==> config.mk <==
export PLATFORM = sky130hd
export DESIGN_NAME = i2s_master_tx
export DESIGN_NICKNAME = d
export VERILOG_FILES = /design/src/rtl/i2s_pkg.sv /design/src/rtl/i2s_bclk_gen.sv /design/src/rtl/i2s_master_tx.sv
export SDC_FILE = /design/constraint.sdc
export NUM_CORES = 1
export LEC_CHECK = 0
export BUFFER_PORTS_ARGS = -buffer_cell sky130_fd_sc_hd__buf_2
export CORE_ASPECT_RATIO = 1.1
export CORE_MARGIN = 2
export CORE_UTILIZATION = 53
export CTS_CLUSTER_SIZE = 8
export DETAILED_ROUTE_END_ITERATION = 10
export PLACE_DENSITY = 0.83
export SYNTH_ARGS = -nofsm -noshare
export SYNTH_HDL_FRONTEND = slang
export SYNTH_SLANG_ARGS = --single-unit
==> constraint.sdc <==
create_clock -name clk -period 7 [get_ports clk]
set_input_delay 1.75 -clock clk [delete_from_list [all_inputs] [get_ports clk]]
set_output_delay 1.75 -clock clk [all_outputs]
set_load 0.01 [all_outputs]
==> src/rtl/i2s_pkg.sv <==
// i2s_pkg: shared types and helpers for the I2S master transmitter.
//   state_e    : transmitter FSM states (IDLE, RUN, DRAIN)
//   frame_bits : BCLK periods per stereo frame (two channel slots)
package i2s_pkg;

  typedef enum logic [1:0] {
    IDLE  = 2'd0,
    RUN   = 2'd1,
    DRAIN = 2'd2
  } state_e;

  function automatic int unsigned frame_bits(input int unsigned slot_bits);
    return 2 * slot_bits;
  endfunction

endpackage

==> src/rtl/i2s_bclk_gen.sv <==
// i2s_bclk_gen: divides clk down to the I2S bit clock.
//   clk    : system clock
//   rst_n  : asynchronous active-low reset
//   run_i  : 1 = divider running; 0 = divider cleared and bclk held low
//   bclk_o : bit clock, toggles every BCLK_HALF clk cycles while running
//   fall_o : strobe, high in the clk cycle whose edge drives bclk 1->0
module i2s_bclk_gen #(
  parameter int unsigned BCLK_HALF = 16
) (
  input  logic clk,
  input  logic rst_n,
  input  logic run_i,
  output logic bclk_o,
  output logic fall_o
);

  localparam int unsigned DW = (BCLK_HALF > 1) ? $clog2(BCLK_HALF) : 1;
  localparam logic [DW-1:0] DIV_LAST = DW'(BCLK_HALF - 1);

  logic [DW-1:0] div_q, div_d;
  logic          bclk_q, bclk_d;
  logic          wrap;

  assign wrap = (div_q == DIV_LAST);

  always_comb begin
    div_d  = div_q;
    bclk_d = bclk_q;
    if (!run_i) begin
      div_d  = '0;
      bclk_d = 1'b0;
    end else if (wrap) begin
      div_d  = '0;
      bclk_d = ~bclk_q;
    end else begin
      div_d  = div_q + DW'(1);
    end
  end

  always_ff @(posedge clk or negedge rst_n) begin
    if (!rst_n) begin
      div_q  <= '0;
      bclk_q <= 1'b0;
    end else begin
      div_q  <= div_d;
      bclk_q <= bclk_d;
    end
  end

  assign bclk_o = bclk_q;
  assign fall_o = run_i && wrap && bclk_q;

endmodule

==> src/rtl/i2s_master_tx.sv <==
// i2s_master_tx: I2S bus master and stereo transmitter.
//   clk          : system clock
//   reset        : asynchronous active-low reset
//   enable       : run request
//   sample_L/R   : stereo sample pair, two's complement
//   sample_valid : pair offered
//   sample_ready : one-deep buffer empty; pair taken on valid && ready
//   i2s_bclk     : bit clock (outputs change only on its falling edge)
//   i2s_lrck     : word select, 0 = left, 1 = right
//   i2s_dat      : serial data, MSB first, one BCLK after the lrck change
//   frame_start  : one-clk pulse at each frame load
//   underrun     : one-clk pulse when a frame loads with the buffer empty
module i2s_master_tx
  import i2s_pkg::*;
#(
  parameter int unsigned WORD_LENGTH = 16,
  parameter int unsigned SLOT_BITS   = 32,
  parameter int unsigned BCLK_HALF   = 16
) (
  input  logic                   clk,
  input  logic                   reset,
  input  logic                   enable,
  input  logic [WORD_LENGTH-1:0] sample_L,
  input  logic [WORD_LENGTH-1:0] sample_R,
  input  logic                   sample_valid,
  output logic                   sample_ready,
  output logic                   i2s_bclk,
  output logic                   i2s_lrck,
  output logic                   i2s_dat,
  output logic                   frame_start,
  output logic                   underrun
);

  localparam int unsigned   FRAME_BITS = frame_bits(SLOT_BITS);
  localparam int unsigned   BW         = $clog2(FRAME_BITS);
  localparam logic [BW-1:0] CNT_LAST   = BW'(FRAME_BITS - 1);
  localparam logic [BW-1:0] SLOT       = BW'(SLOT_BITS);
  localparam logic [BW-1:0] WLEN       = BW'(WORD_LENGTH);

  state_e                 state_q, state_d;
  logic [BW-1:0]          bit_cnt_q, bit_cnt_d;
  logic                   lrck_q, lrck_d;
  logic                   dat_q, dat_d;
  logic [WORD_LENGTH-1:0] shift_l_q, shift_l_d, shift_r_q, shift_r_d;
  logic                   buf_full_q, buf_full_d;
  logic [WORD_LENGTH-1:0] buf_l_q, buf_l_d, buf_r_q, buf_r_d;
  logic                   frame_start_q, frame_start_d;
  logic                   underrun_q, underrun_d;

  logic          fall, wrap, accept, in_right;
  logic [BW-1:0] cnt_next, pos;

  i2s_bclk_gen #(
    .BCLK_HALF(BCLK_HALF)
  ) u_bclk (
    .clk   (clk),
    .rst_n (reset),
    .run_i (state_q != IDLE),
    .bclk_o(i2s_bclk),
    .fall_o(fall)
  );

  assign accept   = sample_valid && !buf_full_q;
  assign wrap     = fall && (bit_cnt_q == CNT_LAST);
  assign cnt_next = (bit_cnt_q == CNT_LAST) ? '0 : bit_cnt_q + BW'(1);
  assign in_right = (cnt_next >= SLOT);
  assign pos      = in_right ? cnt_next - SLOT : cnt_next;

  always_comb begin
    state_d       = state_q;
    bit_cnt_d     = bit_cnt_q;
    lrck_d        = lrck_q;
    dat_d         = dat_q;
    shift_l_d     = shift_l_q;
    shift_r_d     = shift_r_q;
    buf_full_d    = buf_full_q;
    buf_l_d       = buf_l_q;
    buf_r_d       = buf_r_q;
    frame_start_d = 1'b0;
    underrun_d    = 1'b0;

    // accept only happens when empty, load only clears when full: the two
    // never touch buf_full in the same cycle, so a write at the load sticks.
    if (accept) begin
      buf_l_d    = sample_L;
      buf_r_d    = sample_R;
      buf_full_d = 1'b1;
    end

    unique case (state_q)
      IDLE: begin
        bit_cnt_d = CNT_LAST;
        lrck_d    = 1'b0;
        dat_d     = 1'b0;
        if (enable) state_d = RUN;
      end
      RUN, DRAIN: begin
        state_d = enable ? RUN : DRAIN;
        if (fall) begin
          bit_cnt_d = cnt_next;
          lrck_d    = in_right;
          dat_d     = 1'b0;
          // slot position 0 is the I2S delay bit; 1..WORD_LENGTH carry data
          if (pos != '0 && pos <= WLEN) begin
            if (in_right) begin
              dat_d     = shift_r_q[WORD_LENGTH-1];
              shift_r_d = shift_r_q << 1;
            end else begin
              dat_d     = shift_l_q[WORD_LENGTH-1];
              shift_l_d = shift_l_q << 1;
            end
          end
          if (wrap) begin
            if (state_q == DRAIN && !enable) begin
              state_d   = IDLE;
              bit_cnt_d = CNT_LAST;
            end else begin
              frame_start_d = 1'b1;
              if (buf_full_q) begin
                shift_l_d  = buf_l_q;
                shift_r_d  = buf_r_q;
                buf_full_d = 1'b0;
              end else begin
                shift_l_d  = '0;
                shift_r_d  = '0;
                underrun_d = 1'b1;
              end
            end
          end
        end
      end
      default: state_d = IDLE;
    endcase
  end

  always_ff @(posedge clk or negedge reset) begin
    if (!reset) begin
      state_q       <= IDLE;
      bit_cnt_q     <= CNT_LAST;
      lrck_q        <= 1'b0;
      dat_q         <= 1'b0;
      shift_l_q     <= '0;
      shift_r_q     <= '0;
      buf_full_q    <= 1'b0;
      buf_l_q       <= '0;
      buf_r_q       <= '0;
      frame_start_q <= 1'b0;
      underrun_q    <= 1'b0;
    end else begin
      state_q       <= state_d;
      bit_cnt_q     <= bit_cnt_d;
      lrck_q        <= lrck_d;
      dat_q         <= dat_d;
      shift_l_q     <= shift_l_d;
      shift_r_q     <= shift_r_d;
      buf_full_q    <= buf_full_d;
      buf_l_q       <= buf_l_d;
      buf_r_q       <= buf_r_d;
      frame_start_q <= frame_start_d;
      underrun_q    <= underrun_d;
    end
  end

  assign sample_ready = ~buf_full_q;
  assign i2s_lrck     = lrck_q;
  assign i2s_dat      = dat_q;
  assign frame_start  = frame_start_q;
  assign underrun     = underrun_q;

endmodule
==> metrics.cfg <==
[status]
status = completed

[setup_path]
critPathKind = in -> reg
crit_chain = buf_2, nand2b_1, nand4_1, or2_1, o21ai_0, mux2_4
required_ps = 7290
start_kind = input pin
critPathTopFamily = simple AND/OR/NAND/NOR gates
slowest_delay_ps = 880
endpoint_kind = flop
crit_fanout = 29
cp_num_buf_inv = 1
crit_arrival_ps = 4130
slowest_stage = nand4_1

[placement]
gp_congestion = 0.8728
dp_cells = 439
io_buffers = 41
dpl.hpwl_mm = 5.043

[clock_tree]
post_cts_resized = 0
h-tree-depth = 3
cts_root_buf = clkbuf_8
cts.path.max_buffers = 2
cts.sinks = 82
post_cts_buffers = 0
hold_buffers = 0
clk_pin_slew_ps = 70
clk_latency_ps = 350
cts_tree = yes
cts_buffers = 9

[timing]
timing.final.crit_share_pct = 54.86
rsz0062_at_grt = false
drv_slew = 0
max_freq_mhz = 260.4
clock_skew_ps = 4.354
setup_tns_ps = 0
setup_viol = 0
max_slew_margin_pct = 25.34
period_minus_slack_ps = 3840
tightestPinTransition_ps = 1116
hold_viol_final = 0

[synthesis]
ys_top_cells_by_area = dfrtp_1 49%, mux2_2 10%, a221o_1 4.6%, o21ai_0 4.3%, dfstp_2 4.0%
synth_nets = 377
ys_ff_latch = 82
synth_edf_count = 0
yosysTopAreaCell = dfrtp_1
yosysWarnings = 0
synth-async-reset-ratio_pct = 100.0
netlist_instances = 335
synth-main-ff-cell = dfrtp_1
synth_seq_area_share_pct = 52.64
synth.avg_cell_area_sq_um = 11.68
yosysTopAreaCellShare_pct = 48.61
ys_types = 48
syn_area_sq_um = 3913

[worst_hold_path]
hp-class = reg -> reg

[floorplanning]
die-width_um = 85.92
ioPinCount = 42
die_h_um = 94.11
rows = 32
core_area_sq_um = 7087
start_util_pct = 55.21
die_area_sq_um = 8086

[power]
p_per_area_nw_per_um2 = 268.3
leakagePower_uw = 0.002044
vdd_drop_max_mv = 0.1377

[global_routing]
grt_pass1_wl_mm = 12.60
grt_start_max_net_pins = 83
grt.total_usage_pct = 20.14
grt.overflow.total = 0
antenna_found_initial = 0
grt_pass1_vias = 2660

[finish]
antenna_cells = 0
num-fill-cells = 563
finalNetCount = 407
drive_gt1_share_pct = 31.62
area_growth_pct = 10.01
final_cell_count_no_fill = 455

[job]
maxCapViolCount = 0

[route]
wl_met2_mm = 3.654
wl_met3_um = 312
wl_per_cell_um = 16.75
ant_nets = 0
first_iter_violations = 225
num_vias = 2771
vias_per_cell = 6.090
drc = 0
wl_met1_mm = 3.403
dr.pass1.iters = 4
dr.max_layer_used = met4
finalWirelength_mm = 7.621

[area by class of cell]
cell class,instances,area (sq um),area share [%]
clock buffer,14,162.7,3.779
tap,85,106.4,2.471
sequential,82,2059,47.85
inverter,9,33.78,0.7849
timing repair buffer,42,215.2,5.000
multi-input combinational,221,1692,39.30
clock inverter,2,35.03,0.8140
[cell usage after synthesis (all sizes together) (7+ instances only)]
cell and number:
dfrtp 76, mux2 45, o21ai 35, nand2 19, clkbuf 16, nor2 11, a221o 18, and3 9
nor3 13, a21oi 11, inv 9, buf 7, nand3 17
[metrics by stage]
stage / cell area, sq um / total power, uW / hold WS [ps] / utilization (%) / worst slack, ps
after global placement: 4106 / 804.7 / 474.5 / 57.94 / 3042
after floorplan: 3913 / 750.6 / 456.6 / - / 3994
after detailed placement: 4106 / 821.8 / 460.6 / 57.94 / 2855
after global routing: 4304 / 1217 / 514.2 / 60.73 / 3025
final: 4304 / 1155 / 473.8 / 60.73 / 3160
after CTS: 4304 / 1164 / 477.1 / 60.73 / 3207
[routing by layer]
layer,up-vias,track usage [%]
li1,1289,-
met1,1378,26.73
met2,82,30.56
met3,22,3.866
met4,0,12.17
met5,-,0
[kinds of logic after synthesis]
group | share of synthesized area (%)
adders and majority gates | 1.919
xor gates and xnor gates | 0.6717
buffers and inverters | 4.189
DFF | 52.64
and+or+nand+nor | 11.19
AOI/OAI and AO/OA | 14.97
muxes | 14.42
[flip-flops by register name, indices dropped and copies added (netlist names)]
register	cells
frame_start	1
buf_full_q	1
buf_r_q	16
underrun	1
i2s_dat	1
i2s_lrck	1
state_q	2
u_bclk.bclk_o	1
shift_r_q	16
u_bclk.div_q	4
buf_l_q	16
shift_l_q	16
bit_cnt_q	6
[final timing paths]
check / start / slack [ps] / to / depth (start not counted)
hold / removal: i2s_lrck$_DFFE_PN0P_ / 470 / i2s_lrck$_DFFE_PN0P_ / 1
setup reg to reg: bit_cnt_q[0]$_DFFE_PN1P_ / 3850 / shift_r_q[12]$_DFFE_PN0P_ / 5
hold reg to reg: i2s_lrck$_DFFE_PN0P_ / 470 / i2s_lrck$_DFFE_PN0P_ / 1
min in group asynchronous: reset / 1560 / buf_r_q[1]$_DFFE_PN0P_ / 1
max in group asynchronous: reset / 4800 / shift_r_q[11]$_DFFE_PN0P_ / 1
setup / recovery: enable / 3160 / shift_r_q[12]$_DFFE_PN0P_ / 6
[worst register-to-register path, cell delays in order, from the launching register on]
cell and delay (ps):
dfstp_2 610, ha_1 350, nand4_1 910, or2_1 760, o21ai_0 280, mux2_4 180
[power breakdown]
part           switching [uW]  internal, uW  total, uW  leakage (uW)
combinational            94.1           100        194      0.000900
clock                     159           184        344      0.000101
sequential               57.5           559        617       0.00104
[placed cells by master, fill, tap and decap left out, drive strengths merged, types with 11 or more instances in the layout]
cell type and count:
mux2 45, a221o 18, nor3 13, nand2 19, dfrtp 76, o21ai 35, a21oi 11, nor2 11
clkbuf 14, buf 42, nand3 17
Power figures use the tool's default switching activity.
